**src/rtl/ls_exec_pkg.sv**
```systemverilog
// ls_exec_pkg: shared types and constants for the load/store execute stage.
//   state_e    - top-level FSM states (IDLE, LD, CDB)
//   port_own_e - which requester currently owns the data-memory port
//   sb_entry_t - one store-buffer slot
package ls_exec_pkg;

   localparam int SB_DEPTH = 4;

   typedef enum logic [1:0] {
      IDLE,
      LD,
      CDB
   } state_e;

   typedef enum logic [1:0] {
      OWN_NONE,
      OWN_LOAD,
      OWN_DRAIN
   } port_own_e;

   typedef struct packed {
      logic [31:0] addr;
      logic [31:0] data;
      logic [3:0]  rob;
      logic        committed;
      logic        killed;
   } sb_entry_t;

endpackage

```
**src/rtl/ls_store_buffer.sv**
```systemverilog
// ls_store_buffer: in-order store FIFO that parks stores until ROB commit.
// Ports:
//   clk, rst                 - clock, asynchronous active-low reset
//   enq_i/enq_addr_i/...     - enqueue a store at the tail
//   commit_i                 - mark oldest live uncommitted entry committed
//   recover_i, rob_num_rec_i - kill the uncommitted entry with this ROB tag
//   ld_addr_i, hazard_o      - word-address match against live entries
//   drain_req_o/addr/data    - committed, live head wants a memory write
//   drain_ack_i              - head write completed, dequeue it
//   full_o                   - all DEPTH slots occupied
module ls_store_buffer
   import ls_exec_pkg::*;
#(
   parameter int DEPTH = SB_DEPTH
) (
   input  logic        clk,
   input  logic        rst,
   input  logic        enq_i,
   input  logic [31:0] enq_addr_i,
   input  logic [31:0] enq_data_i,
   input  logic [3:0]  enq_rob_i,
   input  logic        commit_i,
   input  logic        recover_i,
   input  logic [3:0]  rob_num_rec_i,
   input  logic [31:0] ld_addr_i,
   input  logic        drain_ack_i,
   output logic        full_o,
   output logic        hazard_o,
   output logic        drain_req_o,
   output logic [31:0] drain_addr_o,
   output logic [31:0] drain_data_o
);

   localparam int PW = $clog2(DEPTH);
   localparam int CW = $clog2(DEPTH + 1);

   sb_entry_t        ent_q [DEPTH];
   logic [PW-1:0]    head_q, tail_q;
   logic [CW-1:0]    count_q;
   logic [DEPTH-1:0] valid;
   logic [DEPTH-1:0] cmt_sel;
   logic [PW-1:0]    cmt_idx;
   logic             cmt_found;
   sb_entry_t        head;
   logic             head_valid;
   logic             enq_ok;
   logic             deq;

   // Slot i is occupied when its distance from the head is below the count.
   // NOTE: every variable in an always_comb gets a default first so no path
   // leaves it unassigned, which would infer a latch.
   always_comb begin
      valid = '0;
      for (int i = 0; i < DEPTH; i++) begin
         valid[i] = ({1'b0, PW'(i) - head_q} < count_q);
      end
   end

   // Commit target: oldest occupied entry that is neither committed nor
   // killed. Scanning only occupied slots means a same-cycle enqueue can
   // never be the target.
   always_comb begin
      cmt_sel   = '0;
      cmt_found = 1'b0;
      cmt_idx   = '0;
      for (int k = 0; k < DEPTH; k++) begin
         cmt_idx = head_q + PW'(k);
         if (!cmt_found && valid[cmt_idx] &&
             !ent_q[cmt_idx].committed && !ent_q[cmt_idx].killed) begin
            cmt_sel[cmt_idx] = commit_i;
            cmt_found        = 1'b1;
         end
      end
   end

   // Killed stores never reach memory, so they cannot block a load.
   always_comb begin
      hazard_o = 1'b0;
      for (int i = 0; i < DEPTH; i++) begin
         if (valid[i] && !ent_q[i].killed &&
             (ent_q[i].addr[31:2] == ld_addr_i[31:2])) begin
            hazard_o = 1'b1;
         end
      end
   end

   assign head         = ent_q[head_q];
   assign head_valid   = (count_q != '0);
   assign full_o       = (count_q == CW'(DEPTH));
   assign enq_ok       = enq_i && !full_o;
   assign drain_req_o  = head_valid && head.committed && !head.killed;
   assign drain_addr_o = head.addr;
   assign drain_data_o = head.data;
   // A killed head leaves in one cycle without a memory access.
   assign deq          = (head_valid && head.killed) || (drain_req_o && drain_ack_i);

   // NOTE: sequential state uses non-blocking assignments only, so every
   // register samples pre-edge values regardless of statement order.
   always_ff @(posedge clk or negedge rst) begin
      if (!rst) begin
         head_q  <= '0;
         tail_q  <= '0;
         count_q <= '0;
         // NOTE: the array is reset as well so no stale committed/killed
         // flags survive into a fresh run.
         for (int i = 0; i < DEPTH; i++) begin
            ent_q[i] <= '0;
         end
      end else begin
         for (int i = 0; i < DEPTH; i++) begin
            if (cmt_sel[i]) begin
               ent_q[i].committed <= 1'b1;
            end else if (recover_i && valid[i] && !ent_q[i].committed &&
                         (ent_q[i].rob == rob_num_rec_i)) begin
               ent_q[i].killed <= 1'b1;
            end
         end
         if (enq_ok) begin
            ent_q[tail_q] <= '{addr: enq_addr_i, data: enq_data_i, rob: enq_rob_i,
                               committed: 1'b0, killed: 1'b0};
            tail_q        <= tail_q + 1'b1;
         end
         if (deq) begin
            head_q <= head_q + 1'b1;
         end
         case ({enq_ok, deq})
            2'b10:   count_q <= count_q + 1'b1;
            2'b01:   count_q <= count_q - 1'b1;
            default: count_q <= count_q;
         endcase
      end
   end

endmodule

```
**src/rtl/ls_exec.sv**
```systemverilog
// ls_exec: load/store execute stage.
// Accepts one memory op per handshake from the load-store station, computes
// the effective address, performs loads on the data-memory port, parks stores
// in ls_store_buffer until commit, and reports every completion to the CDB.
// Ports:
//   clk, rst                      - clock, asynchronous active-low reset
//   issue, rs_data, rt_data, immed, p_rd, rob_num, mem_ren, mem_wen - op in
//   stall_issue                   - op presented this cycle is not accepted
//   recover, rob_num_rec          - flush the op with this ROB tag
//   commit_store                  - oldest store committed by the ROB
//   dmem_*                        - single-outstanding data-memory port
//   cdb_*                         - completion broadcast, held until grant
//   sb_full                       - store buffer full
module ls_exec #(
   parameter int SB_DEPTH = ls_exec_pkg::SB_DEPTH
) (
   input  logic        clk,
   input  logic        rst,
   input  logic        issue,
   input  logic [31:0] rs_data,
   input  logic [31:0] rt_data,
   input  logic [15:0] immed,
   input  logic [5:0]  p_rd,
   input  logic [3:0]  rob_num,
   input  logic        mem_ren,
   input  logic        mem_wen,
   output logic        stall_issue,
   input  logic        recover,
   input  logic [3:0]  rob_num_rec,
   input  logic        commit_store,
   output logic        dmem_req,
   output logic        dmem_we,
   output logic [31:0] dmem_addr,
   output logic [31:0] dmem_wdata,
   input  logic        dmem_ack,
   input  logic [31:0] dmem_rdata,
   output logic        cdb_req,
   input  logic        cdb_grant,
   output logic [31:0] cdb_data,
   output logic [5:0]  cdb_p_rd,
   output logic [3:0]  cdb_rob_num,
   output logic        cdb_RegDest,
   output logic        sb_full
);

   import ls_exec_pkg::*;

   state_e      state_q, state_d;
   port_own_e   own_q, own_d, own_cur;
   logic [31:0] ld_addr_q, ld_addr_d;
   logic [5:0]  ld_prd_q, ld_prd_d;
   logic [3:0]  ld_rob_q, ld_rob_d;
   logic        flushed_q, flushed_d;
   logic [31:0] cdb_data_q, cdb_data_d;
   logic [5:0]  cdb_prd_q, cdb_prd_d;
   logic [3:0]  cdb_rob_q, cdb_rob_d;
   logic        cdb_rd_q, cdb_rd_d;

   logic [31:0] ea;
   logic        accept;
   logic        sb_hazard, sb_drain_req;
   logic [31:0] sb_drain_addr, sb_drain_data;
   logic        load_hit;

   assign ea          = rs_data + {{16{immed[15]}}, immed};
   assign stall_issue = (state_q != IDLE) || sb_full;
   assign accept      = issue && !stall_issue && !recover;
   assign load_hit    = recover && (rob_num_rec == ld_rob_q);

   ls_store_buffer #(.DEPTH(SB_DEPTH)) u_sb (
      .clk           (clk),
      .rst           (rst),
      .enq_i         (accept && mem_wen),
      .enq_addr_i    (ea),
      .enq_data_i    (rt_data),
      .enq_rob_i     (rob_num),
      .commit_i      (commit_store),
      .recover_i     (recover),
      .rob_num_rec_i (rob_num_rec),
      .ld_addr_i     (ld_addr_q),
      .drain_ack_i   (dmem_ack && (own_cur == OWN_DRAIN)),
      .full_o        (sb_full),
      .hazard_o      (sb_hazard),
      .drain_req_o   (sb_drain_req),
      .drain_addr_o  (sb_drain_addr),
      .drain_data_o  (sb_drain_data)
   );

   // Port arbiter: ownership is decided only while the port is free and then
   // held until ack, which keeps request/address/data stable. The committed
   // head wins over a load that has not yet requested, so a load waiting on
   // an address hazard cannot deadlock against its own blocking store.
   always_comb begin
      own_cur = own_q;
      if (own_q == OWN_NONE) begin
         if (sb_drain_req) begin
            own_cur = OWN_DRAIN;
         end else if ((state_q == LD) && !sb_hazard) begin
            own_cur = OWN_LOAD;
         end
      end
      own_d = dmem_ack ? OWN_NONE : own_cur;
   end

   always_comb begin
      dmem_req   = (own_cur != OWN_NONE);
      dmem_we    = (own_cur == OWN_DRAIN);
      dmem_addr  = '0;
      dmem_wdata = '0;
      case (own_cur)
         OWN_LOAD:  dmem_addr = ld_addr_q;
         OWN_DRAIN: begin
            dmem_addr  = sb_drain_addr;
            dmem_wdata = sb_drain_data;
         end
         default: ;
      endcase
   end

   always_comb begin
      state_d    = state_q;
      ld_addr_d  = ld_addr_q;
      ld_prd_d   = ld_prd_q;
      ld_rob_d   = ld_rob_q;
      flushed_d  = flushed_q;
      cdb_data_d = cdb_data_q;
      cdb_prd_d  = cdb_prd_q;
      cdb_rob_d  = cdb_rob_q;
      cdb_rd_d   = cdb_rd_q;
      case (state_q)
         IDLE: begin
            if (accept && mem_ren) begin
               ld_addr_d = ea;
               ld_prd_d  = p_rd;
               ld_rob_d  = rob_num;
               flushed_d = 1'b0;
               state_d   = LD;
            end else if (accept && mem_wen) begin
               cdb_data_d = '0;
               cdb_prd_d  = '0;
               cdb_rob_d  = rob_num;
               cdb_rd_d   = 1'b0;
               state_d    = CDB;
            end
         end
         LD: begin
            if (own_cur == OWN_LOAD) begin
               // A request is in flight: a flush must wait for the ack and
               // then silently discard the returned data.
               if (dmem_ack) begin
                  flushed_d = 1'b0;
                  if (flushed_q || load_hit) begin
                     state_d = IDLE;
                  end else begin
                     cdb_data_d = dmem_rdata;
                     cdb_prd_d  = ld_prd_q;
                     cdb_rob_d  = ld_rob_q;
                     cdb_rd_d   = 1'b1;
                     state_d    = CDB;
                  end
               end else if (load_hit) begin
                  flushed_d = 1'b1;
               end
            end else if (load_hit) begin
               state_d = IDLE;
            end
         end
         CDB: begin
            if (cdb_grant || (recover && (rob_num_rec == cdb_rob_q))) begin
               state_d = IDLE;
            end
         end
         default: state_d = IDLE;
      endcase
   end

   always_ff @(posedge clk or negedge rst) begin
      if (!rst) begin
         state_q    <= IDLE;
         own_q      <= OWN_NONE;
         ld_addr_q  <= '0;
         ld_prd_q   <= '0;
         ld_rob_q   <= '0;
         flushed_q  <= 1'b0;
         cdb_data_q <= '0;
         cdb_prd_q  <= '0;
         cdb_rob_q  <= '0;
         cdb_rd_q   <= 1'b0;
      end else begin
         state_q    <= state_d;
         own_q      <= own_d;
         ld_addr_q  <= ld_addr_d;
         ld_prd_q   <= ld_prd_d;
         ld_rob_q   <= ld_rob_d;
         flushed_q  <= flushed_d;
         cdb_data_q <= cdb_data_d;
         cdb_prd_q  <= cdb_prd_d;
         cdb_rob_q  <= cdb_rob_d;
         cdb_rd_q   <= cdb_rd_d;
      end
   end

   assign cdb_req     = (state_q == CDB);
   assign cdb_data    = cdb_data_q;
   assign cdb_p_rd    = cdb_prd_q;
   assign cdb_rob_num = cdb_rob_q;
   assign cdb_RegDest = cdb_rd_q;

endmodule

```
**config.mk**
```make
export PLATFORM = sky130hd
export DESIGN_NAME = ls_exec
export DESIGN_NICKNAME = d
export VERILOG_FILES = /design/src/rtl/ls_exec_pkg.sv /design/src/rtl/ls_store_buffer.sv /design/src/rtl/ls_exec.sv
export SDC_FILE = /design/constraint.sdc
export NUM_CORES = 1
export LEC_CHECK = 0
export BUFFER_PORTS_ARGS = -buffer_cell sky130_fd_sc_hd__clkbuf_2
export CAP_MARGIN = 15
export CELL_PAD_IN_SITES_DETAIL_PLACEMENT = 0
export CELL_PAD_IN_SITES_GLOBAL_PLACEMENT = 2
export CORE_AREA = 5 5 246 248
export DETAILED_ROUTE_END_ITERATION = 7
export DIE_AREA = 0 0 251 253
export PLACE_DENSITY = 0.85
export SETUP_SLACK_MARGIN = 0.2
export SYNTH_ARGS = -nofsm -noshare
export SYNTH_HDL_FRONTEND = slang
export SYNTH_HIERARCHICAL = 1
export SYNTH_SLANG_ARGS = --single-unit
export TNS_END_PERCENT = 30
```
**constraint.sdc**
```tcl
create_clock -name clk -period 5.2 [get_ports clk]
set_input_delay 0.26 -clock clk [delete_from_list [all_inputs] [get_ports clk]]
set_output_delay 0.26 -clock clk [all_outputs]
set_load 0.005 [all_outputs]
```
* Yosys cells after proc, flatten, opt, wreduce, memory -nomap -nowiden
Index checks and enable logic that the tools add are counted.
** Cells by class
- $add $sub $neg :: 11
- $lt $le $gt $ge :: 18
- Eq/ne operators :: 28
- Multiplexer cells :: 102
- Bitwise logic cells :: 6
- Reductions and logical operators :: 87
** Operators by type and width (count)
- $bmux W70 S2 :: 4
- $bwmux W280 :: 1
- $mux W212 :: 1
- $mux W70 :: 3
- $mux W32 :: 6
- $demux W70 S2 :: 1
- $pmux W32 S2 :: 2
- $eq A30 B30 Y1 :: 4
- $logic_and A1 B1 Y1 :: 49
- $mux W1 :: 36
- $mux W4 :: 9
- $mux W2 :: 17
- $add A32 B32 Y32 :: 1
- $mux W6 :: 5
- $eq A4 B4 Y1 :: 6
- $logic_not A1 Y1 :: 23
- $ge A3 B3 Y1 const B :: 5
- $not A2 Y3 :: 5
- $bwmux W4 :: 3
- $lt A2 B3 Y1 :: 4
- $lt A2 B3 Y1 const B :: 4
- $pmux W6 S2 :: 1
- $bmux W1 S2 :: 4
- $demux W1 S2 :: 4
- 27 further kinds :: 54
** Storage, ports and cells
- Register bits :: 377
- Bits of input ports :: 135
- Output and inout bits :: 112
- Logic and storage cells :: 285

* Depth between registers and ports, before layout
Gate-level depths: netlist of run 1.
- Depth in word-level cells :: 26
- Mapped depth :: 25
- Depth with buffers taken out :: 20

* Modules after synthesis
Netlist of run 1, hierarchy kept.
** Modules (own cells, without submodules)
- ls_store_buffer :: instances 1, cells an instance 1003, area an instance 14455.1 µm², sequential area each 7181.9 µm²
- ls_exec :: instances 1, cells an instance 770, area an instance 6278.5 µm², sequential area each 2252.2 µm²

* Least setup slack after synthesis of run 1
No wires, ideal clock.
- Kind :: register to register
- Start point :: reg u_sb.head_q[1]
- End point :: reg u_sb.count_q[2]
- Setup time :: 0.080 ns
- Data arrival time :: 5.297 ns
- Required time :: 5.120 ns
- Slack :: -0.177 ns
- Stages on the path, launching flop included :: 25
- Path buffers :: 5
- Cells stage by stage :: dfrtp_1 -> buf_2 -> clkbuf_1 -> clkbuf_1 -> inv_1 -> ha_1 -> ha_1 -> nor2b_1 -> a221oi_1 -> nand3_1 -> nand3_1 -> nor3_1 -> a21oi_1 -> ha_1 -> clkbuf_1 -> clkbuf_1 -> and2_1 -> a21oi_1 -> nor2_1 -> ha_1 -> inv_1 -> fa_1 -> xor2_1 -> nor2_1 -> xnor2_1
** On the way
- Cells in the longest elaborated chain, start to end :: 19
- Elaborated cells on any way between the ends :: 41
- Those cells by class :: add/sub: 4; order compare: 4; eq/ne: 3; mux: 11; bitwise: 1; reduce/logical: 18
** Ends and longest elaborated chain
- from (decl) :: line ls_store_buffer.sv:38 : logic [PW-1:0] head_q, tail_q;
- from (signal assigned) :: line ls_store_buffer.sv:124 : head_q <= head_q + 1'b1;
- $sub A1 B2 Y2 :: line ls_store_buffer.sv:55 : valid[i] = ({1'b0, PW'(i) - head_q} < count_q);
- $lt A2 B3 Y1 :: line ls_store_buffer.sv:55
- $logic_and A1 B1 Y1 (2 in series) :: line ls_store_buffer.sv:80 : if (valid[i] && !ent_q[i].killed &&
- $mux W1 (3 in series) :: line ls_store_buffer.sv:80
- $mux W1 * :: line ls_store_buffer.sv:80
- via sb_hazard :: line ls_exec.sv:61 : logic sb_hazard, sb_drain_req;
- $logic_not A1 Y1 * :: line ls_exec.sv:98 : end else if ((state_q == LD) && !sb_hazard) begin
- $logic_and A1 B1 Y1 * :: line ls_exec.sv:98
- (+2 left out)
- $mux W2 * :: line ls_exec.sv:95 : if (own_q == OWN_NONE) begin
- $eq A2 B2 Y1 *
- via dmem_we :: line ls_exec.sv:32 : output logic dmem_we,
- $logic_and A1 B1 Y1 * :: line ls_exec.sv:81 : .drain_ack_i (dmem_ack && (own_cur == OWN_DRAIN)),
- $logic_and A1 B1 Y1 * :: line ls_store_buffer.sv:95 : assign deq = (head_valid && head.killed) || (drain_req_o && drain_ack_i);
- $logic_or A1 B1 Y1 * :: line ls_store_buffer.sv:95
- $eq A2 B1 Y1 or $eq A2 B2 Y1 (tied branches) :: line ls_store_buffer.sv:126 : case ({enq_ok, deq})
- $pmux W3 S2 or $reduce_bool A2 Y1 (tied branches)
- to (signal assigned) :: line ls_store_buffer.sv:127 : 2'b10: count_q <= count_q + 1'b1;
- to (signal assigned) :: line ls_store_buffer.sv:128 : 2'b01: count_q <= count_q - 1'b1;
- to (signal assigned) :: line ls_store_buffer.sv:129 : default: count_q <= count_q;
- to (decl) :: line ls_store_buffer.sv:39 : logic [CW-1:0] count_q;
Mark *: on every way through the listed nets, which the timed path passes. The rest lies on a longest branch. The select of a mux whose other input is x is not followed.
A chain may end at the register's enable or synchronous reset.

* Final worst setup path of run 1
- Start point :: reg u_sb.head_q[1]
- End point :: out dmem_addr[28]
** On the way
- Cells in the longest elaborated chain, start to end :: 15
- Elaborated cells on any way between the ends :: 35
- Those cells by class :: add/sub: 4; order compare: 4; eq/ne: 2; mux: 11; bitwise: 1; reduce/logical: 13
** Ends and longest elaborated chain
- $sub A1 B2 Y2 :: line ls_store_buffer.sv:55
- $lt A2 B3 Y1 :: line ls_store_buffer.sv:55
- $logic_and A1 B1 Y1 (2 in series) :: line ls_store_buffer.sv:80
- $mux W1 (3 in series) :: line ls_store_buffer.sv:80
- $mux W1 * :: line ls_store_buffer.sv:80
- via sb_hazard :: line ls_exec.sv:61
- $logic_not A1 Y1 * :: line ls_exec.sv:98
- $logic_and A1 B1 Y1 * :: line ls_exec.sv:98
- $mux W2 * :: line ls_exec.sv:98
- $mux W2 * :: line ls_exec.sv:96 : if (sb_drain_req) begin
- $mux W2 * :: line ls_exec.sv:95
- $eq A2 B2 Y1 or $eq A2 B1 Y1 (tied branches) :: line ls_exec.sv:110 : case (own_cur)
- $pmux W32 S2 * :: line ls_exec.sv:110
- to (decl) :: line ls_exec.sv:33 : output logic [31:0] dmem_addr,
Marked as above.

==> results of run 1 <==
## area by class of cell
class	instances	area [um^2]
Tap cell	773	967
Inverter	24	90.1
Clock inverter	16	313
Timing Repair Buffer	346	2230
Multi-Input combinational cell	1257	10700
Clock buffer	61	1290
Fill cell	5447	33200
Sequential cell	377	9440
## metal layers
| metal | vias up | GRT usage, % | share of wire, % |
|---|---|---|---|
| met1 | 7769 | 25.4 | 44 |
| met2 | 338 | 32.7 | 50 |
| met5 | - | 0 | 0 |
| met3 | 81 | 2.77 | 4.1 |
| li1 | 6904 | - | - |
| met4 | 0 | 4.72 | 2.2 |
## power by group through the flow
| stage | clock (uW) | sequential (uW) | combinational [uW] |
|---|---|---|---|
| floorplan | 0 | 4960 | 4890 |
| global placement | 0 | 5300 | 7080 |
| detailed placement | 0 | 5410 | 7140 |
| CTS | 3490 | 5360 | 7240 |
| global route | 3600 | 5550 | 7790 |
| finish | 3400 | 5380 | 7190 |
## worst paths after layout
| check | cells past startpoint | startpoint | end |
|---|---|---|---|
| max reg2reg | 20 | u_sb/head_q[1]$_DFFE_PN0N_ | u_sb/count_q[2]$_DFFE_PN0P_ |
| min reg2reg | 2 | ld_prd_q[3]$_DFFE_PN0N_ | ld_prd_q[3]$_DFFE_PN0N_ |
| max | 15 | u_sb/head_q[1]$_DFFE_PN0N_ | dmem_addr[28] |
| min in group asynchronous | 2 | rst | cdb_data[12]$_DFFE_PN0P_ |
| min | 3 | mem_wen | state_q[1]$_DFFE_PN0P_ |
| max in group asynchronous | 3 | rst | u_sb/ent_q[101]$_DFFE_PN0P_ |
## state kept, by name (all words and copies together), names as in the netlist
register      count
own_q             2
ld_prd_q          6
cdb_data         32
state_q           2
cdb_rob_num       4
flushed_q         1
ld_addr_q        32
u_sb/head_q       2
u_sb/ent_q      280
u_sb/count_q      3
u_sb/tail_q       2
ld_rob_q          4
cdb_p_rd          6
cdb_RegDest       1
## critical path, stage by stage (launching register included)
cell and delay [ns]:
sky130_fd_sc_hd__dfrtp_4 0.42, sky130_fd_sc_hd__inv_1 0.09, sky130_fd_sc_hd__ha_1 0.41, sky130_fd_sc_hd__inv_1 0.07, sky130_fd_sc_hd__ha_1 0.30, sky130_fd_sc_hd__nor2b_1 0.15, sky130_fd_sc_hd__a221oi_2 0.43, sky130_fd_sc_hd__nand3_1 0.12
sky130_fd_sc_hd__nand3_1 0.14, sky130_fd_sc_hd__nor3_1 0.07, sky130_fd_sc_hd__a21oi_1 0.33, sky130_fd_sc_hd__ha_2 0.28, sky130_fd_sc_hd__buf_12 0.34, sky130_fd_sc_hd__a22oi_1 0.19, sky130_fd_sc_hd__nor2_1 0.31, sky130_fd_sc_hd__clkbuf_2 0.18
## layout by cell type, fill, tap and decap left out, drive strengths merged, types with 17 or more instances in the layout
cell	n
nor2	76
dlygate4sd3	77
nand3	18
mux4	66
o21ai	69
dfrtp	377
ha	47
nand4	31
a21oi	45
clkbuf	306
nand2	199
inv	24
a22oi	34
and2	39
buf	24
mux2	285
xnor2	112
nor4	17
xor2	67
## cell usage after synthesis, types with 5 or more instances
master / count
sky130_fd_sc_hd__dfrtp_1: 377
sky130_fd_sc_hd__mux2_2: 284
sky130_fd_sc_hd__nand2_1: 197
sky130_fd_sc_hd__xnor2_1: 111
sky130_fd_sc_hd__nor2_1: 76
sky130_fd_sc_hd__xor2_1: 67
sky130_fd_sc_hd__mux4_2: 66
sky130_fd_sc_hd__o21ai_0: 62
sky130_fd_sc_hd__clkbuf_1: 56
sky130_fd_sc_hd__ha_1: 47
sky130_fd_sc_hd__a21oi_1: 43
sky130_fd_sc_hd__buf_2: 38
sky130_fd_sc_hd__and2_1: 35
sky130_fd_sc_hd__a22oi_1: 32
sky130_fd_sc_hd__nand4_1: 31
sky130_fd_sc_hd__inv_1: 22
sky130_fd_sc_hd__nand3_1: 18
sky130_fd_sc_hd__nor3_1: 16
sky130_fd_sc_hd__nor4_1: 16
sky130_fd_sc_hd__a21o_1: 14
sky130_fd_sc_hd__a31oi_1: 12
sky130_fd_sc_hd__buf_1: 12
sky130_fd_sc_hd__nor2b_1: 10
sky130_fd_sc_hd__mux2i_1: 8
sky130_fd_sc_hd__o21ai_1: 7
sky130_fd_sc_hd__a211oi_1: 6
sky130_fd_sc_hd__o211ai_1: 6
sky130_fd_sc_hd__a221oi_1: 5
sky130_fd_sc_hd__buf_6: 5
## cells by family after synthesis
group | count (synthesis) | share of synthesized area [%]
and+or+nand+nor | 431 | 9.84
xor gates and xnor gates | 179 | 7.60
AOI/OAI and AO/OA | 239 | 7.98
adders and majority gates | 49 | 3.03
buffers and inverters | 139 | 3.00
DFF | 377 | 45.5
muxes | 359 | 23.1
## stage by stage
stage	area (um^2)	util [%]	worst slack, ns	total power (uW)
detailed placement	22700	38.9	0.525	12500
CTS	25000	43.0	0.231	16100
floorplan	20700	-	0.258	9860
global route	25100	43.0	0.235	16900
finish	25100	43.0	0.516	16000
global placement	22700	38.9	0.623	12400
## timing repair
action                                  CTS  global route
endpoints found under the setup margin   27            14
buffers inserted                          0             0
hold buffers                             77             0
hold endpoints to repair                283             0
resized for setup                         2             2
==> summary.log, run 1 <==
qor: run_status.run_status completed
qor: placement.post-dp-hpwl 41.4 mm
qor: route.1st_pass_router_iterations 4
qor: placement.gp_routability_congestion 0.860
qor: timing.number_of_failing_setup_endpoints_in_the_final_timing_report 0
qor: floorplanning.floorplan.initialDensity 35.6%
qor: power_and_ir_drop.peakVddDrop 493 uV
qor: timing.period_share 90.1%
qor: timing.final_number_of_max_transition_violations 0
qor: placement.io_buffer_count 246
qor: clock_network.number_of_buffers_created_by_cts 43
qor: critical_path.worstPathArrival 4.42 ns
qor: floorplanning.core_area 58,200 um^2
qor: clock_network.tritoncts built
qor: synthesis.synthCells 1,773
qor: clock_network.tritoncts_num_sinks 377
qor: global_routing.pin_count_of_the_biggest_net_entering_global_routing 170
qor: route.detailroute.via_count 15,100
qor: power_and_ir_drop.power.share.sequential 33.7%
qor: clock_network.cts_max_path_buffers 3
qor: synthesis.synth-seq-area-share 45.5%
qor: flow_run.cap_viol_max_count 0
qor: route.drt-initial-drc-count 951
qor: timing.sum_neg_setup_slack 0 ns
qor: power_and_ir_drop.power_switching_share 38.4%
qor: synthesis.synth_top_flop_cell sky130_fd_sc_hd__dfrtp_1
qor: route.totalWireLength 61.0 mm
qor: power_and_ir_drop.switchingPower 6130 uW
qor: global_routing.first_global_vias 16,100
qor: clock_network.cts-htree-levels 2
qor: timing.hold_ws 0.0607 ns
qor: finish.antennaDiodeCount 0
qor: timing.worst_slew_margin_relative_to_its_limit 24.8%
qor: timing.worst-slew-pin-transition 1.13 ns
qor: hold_path.worst_hold_path_type input port to register
qor: clock_network.cts_root_buf sky130_fd_sc_hd__clkbuf_16
qor: critical_path.cp.required 4.94 ns
qor: synthesis.synth_warnings 6
qor: floorplanning.die_h 253 um
qor: global_routing.antenna_found_initial 0
qor: floorplanning.fp.dieW 251 um
qor: floorplanning.num_rows 89
qor: route.viasPerCell 5.29
qor: synthesis.synth_seq_cells 377
qor: timing.timing.final.crit_period 4.68 ns
qor: critical_path.worstSetupEndpointType output port
qor: power_and_ir_drop.internal_power 9840 uW
qor: power_and_ir_drop.p_leak 0.0115 uW
qor: placement.placedCellCount 2,700
qor: timing.fmaxAchievable 213 MHz
qor: synthesis.postSynthNetCount 1,957
qor: floorplanning.io_pins 247
qor: critical_path.critical_path.startpoint_type register
qor: global_routing.globalRouteOverflowTotal 0
qor: synthesis.netlist_top_cells_area sky130_fd_sc_hd__dfrtp_1, sky130_fd_sc_hd__mux2_2, sky130_fd_sc_hd__mux4_2
qor: power_and_ir_drop.power_density 637 nW/um^2
qor: global_routing.grt_first_pass_wirelength 95.5 mm
qor: synthesis.synth.cell_area 20,700 um^2
qor: critical_path.setup.reg_to_reg.worst_slack 0.80 ns
qor: synthesis.post_synth.cell_area_avg 11.7 um^2
qor: finish.num-nets-final 2,233
qor: clock_network.worst_setup_hold_path_clk_slew 0.06 ns
qor: finish.area_growth_syn_to_layout 20.9%
qor: critical_path.timing.critical_path.fanout_max 65
qor: synthesis.synth_largest_area_cell sky130_fd_sc_hd__dfrtp_1
qor: timing.final-hold-violation-count 0
qor: critical_path.timing_worst_setup_path_type register to output port
qor: finish.share_of_post_route_cells_with_drive_strength_above_1 35.5%
qor: timing.rsz0062_at_grt false
qor: clock_network.clock_latency 0.57 ns
qor: synthesis.synth_edf_count 0
qor: route.antenna_left 0
qor: power_and_ir_drop.share_clk_of_total_power 21.3%
qor: power_and_ir_drop.power.share.combinational 45.0%
qor: synthesis.yosys.cell_types.count 89
qor: synthesis.async_flop_share 100%
qor: floorplanning.floorplan.die_area 63,500 um^2
qor: route.route.detailed.drc 0
qor: timing.setup_skew_after_layout 0.0315 ns
qor: finish.instances_no_fill 2,854
qor: synthesis.synth_top_cell_area_share 45.5%
qor: route.wl_per_cell 21.4 um
qor: global_routing.grt_usage 19.0%
Power figures use the tool's default switching activity.
==> run 2: changes to the inputs <==
CORE_AREA = 5 5 226 228   (was 5 5 246 248)
CTS_CLUSTER_SIZE = 28   (was not set)
DIE_AREA = 0 0 231 233   (was 0 0 251 253)
PLACE_DENSITY = 0.94   (was 0.85)
SLEW_MARGIN = 5   (was not set)
clock period = 5.5 ns   (was 5.2 ns; I/O delays follow)
==> run 2 against run 1 <==
Effect of this change: clock skew fell by 0.011 ns; utilization up 6.9 points; critical path depth unchanged; clock power down 16%; non-clock buffer count down 38; largest cell class unchanged; setup slack gained 0.17 ns; count of clock-buffer cells in the layout down 1; via count is 1.8% lower; wire length shrank 5.3%.
==> summary.log, run 2 (same netlist as run 1, synthesis figures left out) <==
qor: critical_path.cpMaxStageDelayCell sky130_fd_sc_hd__dfrtp_4
qor: global_routing.globalRouteOverflowTotal 0 [unchanged]
qor: placement.post-dp-hpwl 39.7 mm [-4.0%]
qor: timing.timing.final.ws_setup 0.687 ns [+0.171 ns]
qor: finish.area_growth_syn_to_layout 17.2%
qor: critical_path.setup.reg_to_reg.worst_slack 0.93 ns [+0.13 ns]
qor: critical_path.critical_path.startpoint_type register
qor: hold_path.worst_hold_path_endpoint u_sb/ent_q[102]$_DFFE_PN0P_
qor: timing.timing.final.crit_period 4.81 ns
qor: timing.worst-slew-pin-transition 1.19 ns [+0.0579 ns]
qor: flow_run.cap_viol_max_count 0 [unchanged]
qor: global_routing.pin_count_of_the_biggest_net_entering_global_routing 157 [-7.6%]
qor: timing.hold_ws 0.0168 ns [-0.0439 ns]
qor: floorplanning.fp.dieW 231 um [-8.0%]
qor: finish.instances_no_fill 2,666 [-6.6%]
qor: clock_network.tritoncts_num_sinks 377 [unchanged]
qor: hold_path.worst_hold_path_type input port to register
qor: timing.worst_slew_margin_relative_to_its_limit 20.9% [-3.9 points]
qor: global_routing.antenna_found_initial 1 [+1]
qor: critical_path.regToRegEndpoint u_sb/count_q[2]$_DFFE_PN0P_
qor: finish.multi_input_comb_area 10,700 um^2 [unchanged]
qor: placement.io_buffer_count 246 [unchanged]
qor: route.wl_per_cell 21.7 um [+1.4%]
qor: power_and_ir_drop.p_leak 0.0112 uW [-2.3%]
qor: global_routing.grt_first_pass_wirelength 90.5 mm [-5.2%]
qor: hold_path.hold_depth 2 [-1]
qor: global_routing.grt_usage 21.1% [+2.2 points]
qor: power_and_ir_drop.internal_power 8940 uW [-9.2%]
qor: finish.largest_reg_flops 280 [unchanged]
qor: power_and_ir_drop.power.share.combinational 45.1% [about the same]
qor: power_and_ir_drop.share_clk_of_total_power 19.5% [-1.8 points]
qor: route.drt-initial-drc-count 876 [-7.9%]
qor: critical_path.cp.required 5.22 ns [+0.28 ns]
qor: timing.final-hold-violation-count 0 [unchanged]
qor: critical_path.timing.critical_path.fanout_max 65 [unchanged]
qor: finish.share_of_post_route_cells_with_drive_strength_above_1 35.6% [+0.090 points]
qor: timing.sum_neg_setup_slack 0 ns [unchanged]
qor: critical_path.timing_worst_setup_path_type register to output port
qor: route.1st_pass_router_iterations 5 [+1]
qor: timing.setup_skew_after_layout 0.0201 ns [-0.0114 ns]
qor: power_and_ir_drop.switchingPower 5630 uW [-8.1%]
qor: critical_path.worstSetupEndpointType output port
qor: power_and_ir_drop.peakVddDrop 560 uV [+14%]
qor: floorplanning.core_area 48,600 um^2 [-16%]
qor: floorplanning.floorplan.die_area 53,800 um^2 [-15%]
qor: timing.number_of_failing_setup_endpoints_in_the_final_timing_report 0 [unchanged]
qor: floorplanning.die_h 233 um [-7.9%]
qor: route.viasPerCell 5.56 [+5.2%]
qor: global_routing.first_global_vias 15,500 [-3.3%]
qor: route.antenna_left 0 [unchanged]
qor: finish.area_occupied_by_registers 9440 um^2 [unchanged]
qor: floorplanning.io_pins 247 [unchanged]
qor: finish.num-nets-final 2,194 [-1.7%]
qor: clock_network.cts-htree-levels 2 [unchanged]
qor: clock_network.worst_setup_hold_path_clk_slew 0.06 ns [about the same]
qor: finish.regMostFlops u_sb/ent_q
qor: critical_path.worstPathArrival 4.54 ns [+0.12 ns]
qor: finish.mostFrequentLayoutCell sky130_fd_sc_hd__dfrtp_1
qor: run_status.run_status completed
qor: timing.period_share 87.5%
qor: finish.fillers 4,321 [-21%]
qor: clock_network.cts_root_buf sky130_fd_sc_hd__clkbuf_16
qor: clock_network.clock_latency 0.55 ns [-0.02 ns]
qor: placement.dp_slack 0.814 ns [+0.289 ns]
qor: power_and_ir_drop.power_switching_share 38.7% [+0.27 points]
qor: critical_path.cpPeakStageDelay 0.65 ns [+0.22 ns]
qor: floorplanning.floorplan.initialDensity 42.6% [+7.0 points]
qor: route.totalWireLength 57.8 mm [-5.3%]
qor: route.route.detailed.drc 0 [unchanged]
qor: critical_path.critical_path.reg2reg.startpoint u_sb/head_q[0]$_DFFE_PN0N_
qor: clock_network.number_of_buffers_created_by_cts 42 [-2.3%]
qor: finish.most-common-layout-cells sky130_fd_sc_hd__dfrtp_1, sky130_fd_sc_hd__mux2_2, sky130_fd_sc_hd__clkbuf_2
qor: placement.placedCellCount 2,543 [-5.8%]
qor: timing.fmaxAchievable 208 MHz
qor: clock_network.tritoncts built
qor: placement.gp_routability_congestion 0.871 [+1.2%]
qor: hold_path.hold_path_startpoint rt_data[26]
qor: timing.rsz0062_at_grt false
qor: clock_network.cts_max_path_buffers 3 [unchanged]
qor: timing.final_number_of_max_transition_violations 0 [unchanged]
qor: power_and_ir_drop.power.share.sequential 35.3% [+1.6 points]
qor: critical_path.worst_r2r_path_depth 20 [unchanged]
qor: floorplanning.num_rows 81 [-9.0%]
qor: power_and_ir_drop.power_density 600 nW/um^2 [-5.9%]
qor: route.detailroute.via_count 14,800 [-1.8%]
qor: critical_path.crit_chain inv_2 -> ha_1 -> inv_1 -> ha_1 -> nor2b_1 -> a221oi_2 -> nand3_1 -> nand3_1 -> nor3_1 -> a21oi_1 -> ha_2 -> clkbuf_8 -> a22oi_1 -> nor2_1 -> clkbuf_2
[run 2: changes by cell type in the layout (fill, tap and decap cells not counted), sizes merged]
cell	change
dlygate4sd3	-32
buf	-7
bufinv	-5
clkinv	+3
diode	+2
clkinvlp	+1
inv	+1
[run 2: power groups by stage]
stage | clock network [uW] | logic [uW] | registers [uW]
after global placement | 0 | 6450 | 5090
after global routing | 3050 | 7130 | 5310
final | 2850 | 6570 | 5140
after detailed placement | 0 | 6550 | 5180
after floorplan | 0 | 4620 | 4690
after CTS | 2920 | 6620 | 5140
[run 2: area by class of cell]
class	instances	area share, %
timing repair buffer	308	7.62
clock inverter	16	0.829
tap	622	3.20
clock buffer	60	4.94
antenna	2	0.0206
sequential	377	38.9
multi-input combinational	1257	44.2
inverter	24	0.371
[run 2: how the worst max path moves through the flow]
stage                                    start                           to  slack (ns)  cells after the start
finish              u_sb/head_q[0]$_DFFE_PN0N_                 dmem_addr[4]        0.69                     15
global route        u_sb/head_q[0]$_DFFE_PN0N_                 dmem_addr[0]        0.31                     15
CTS                 u_sb/head_q[0]$_DFFE_PN0N_                 dmem_addr[1]        0.26                     14
detailed placement  u_sb/head_q[0]$_DFFE_PN0N_  u_sb/count_q[2]$_DFFE_PN0P_        0.81                     19
global placement    u_sb/head_q[0]$_DFFE_PN0N_  u_sb/count_q[2]$_DFFE_PN0P_        0.96                     19
floorplan           u_sb/head_q[1]$_DFFE_PN0N_  u_sb/count_q[2]$_DFFE_PN0P_        0.26                     24
[run 2: routing by layer]
metal	up-vias	global-route usage (%)	part of all wire (%)
met5	-	0	0
met4	0	6.61	3.1
met3	91	3.00	4.8
met2	408	35.7	49
met1	7485	28.5	43
li1	6840	-	-
[run 2: what timing repair did]
item	CTS	global route
endpoints found under the hold margin	150	0
resized for setup	0	3
endpoints found under the setup margin	0	64
setup buffers	0	0
hold buffers	45	0
[run 2: per-stage QoR]
stage / cell area (um^2) / total power, uW / utilization (%)
global route: 24300 / 15500 / 49.9
finish: 24300 / 14600 / 49.9
global placement: 22400 / 11500 / 46.1
detailed placement: 22400 / 11700 / 46.1
CTS: 24300 / 14700 / 49.9
floorplan: 20700 / 9310 / -
[run 2: worst max-delay path, delay by kind of cell, from the launching register on]
kind,cells,cell delay (ns)
AO/OA/AOI/OAI,3,0.89
buffers and inverters,4,0.81
flip-flops,1,0.65
AND/OR/NAND/NOR,5,0.66
adder cells (fa/ha/maj),3,0.98
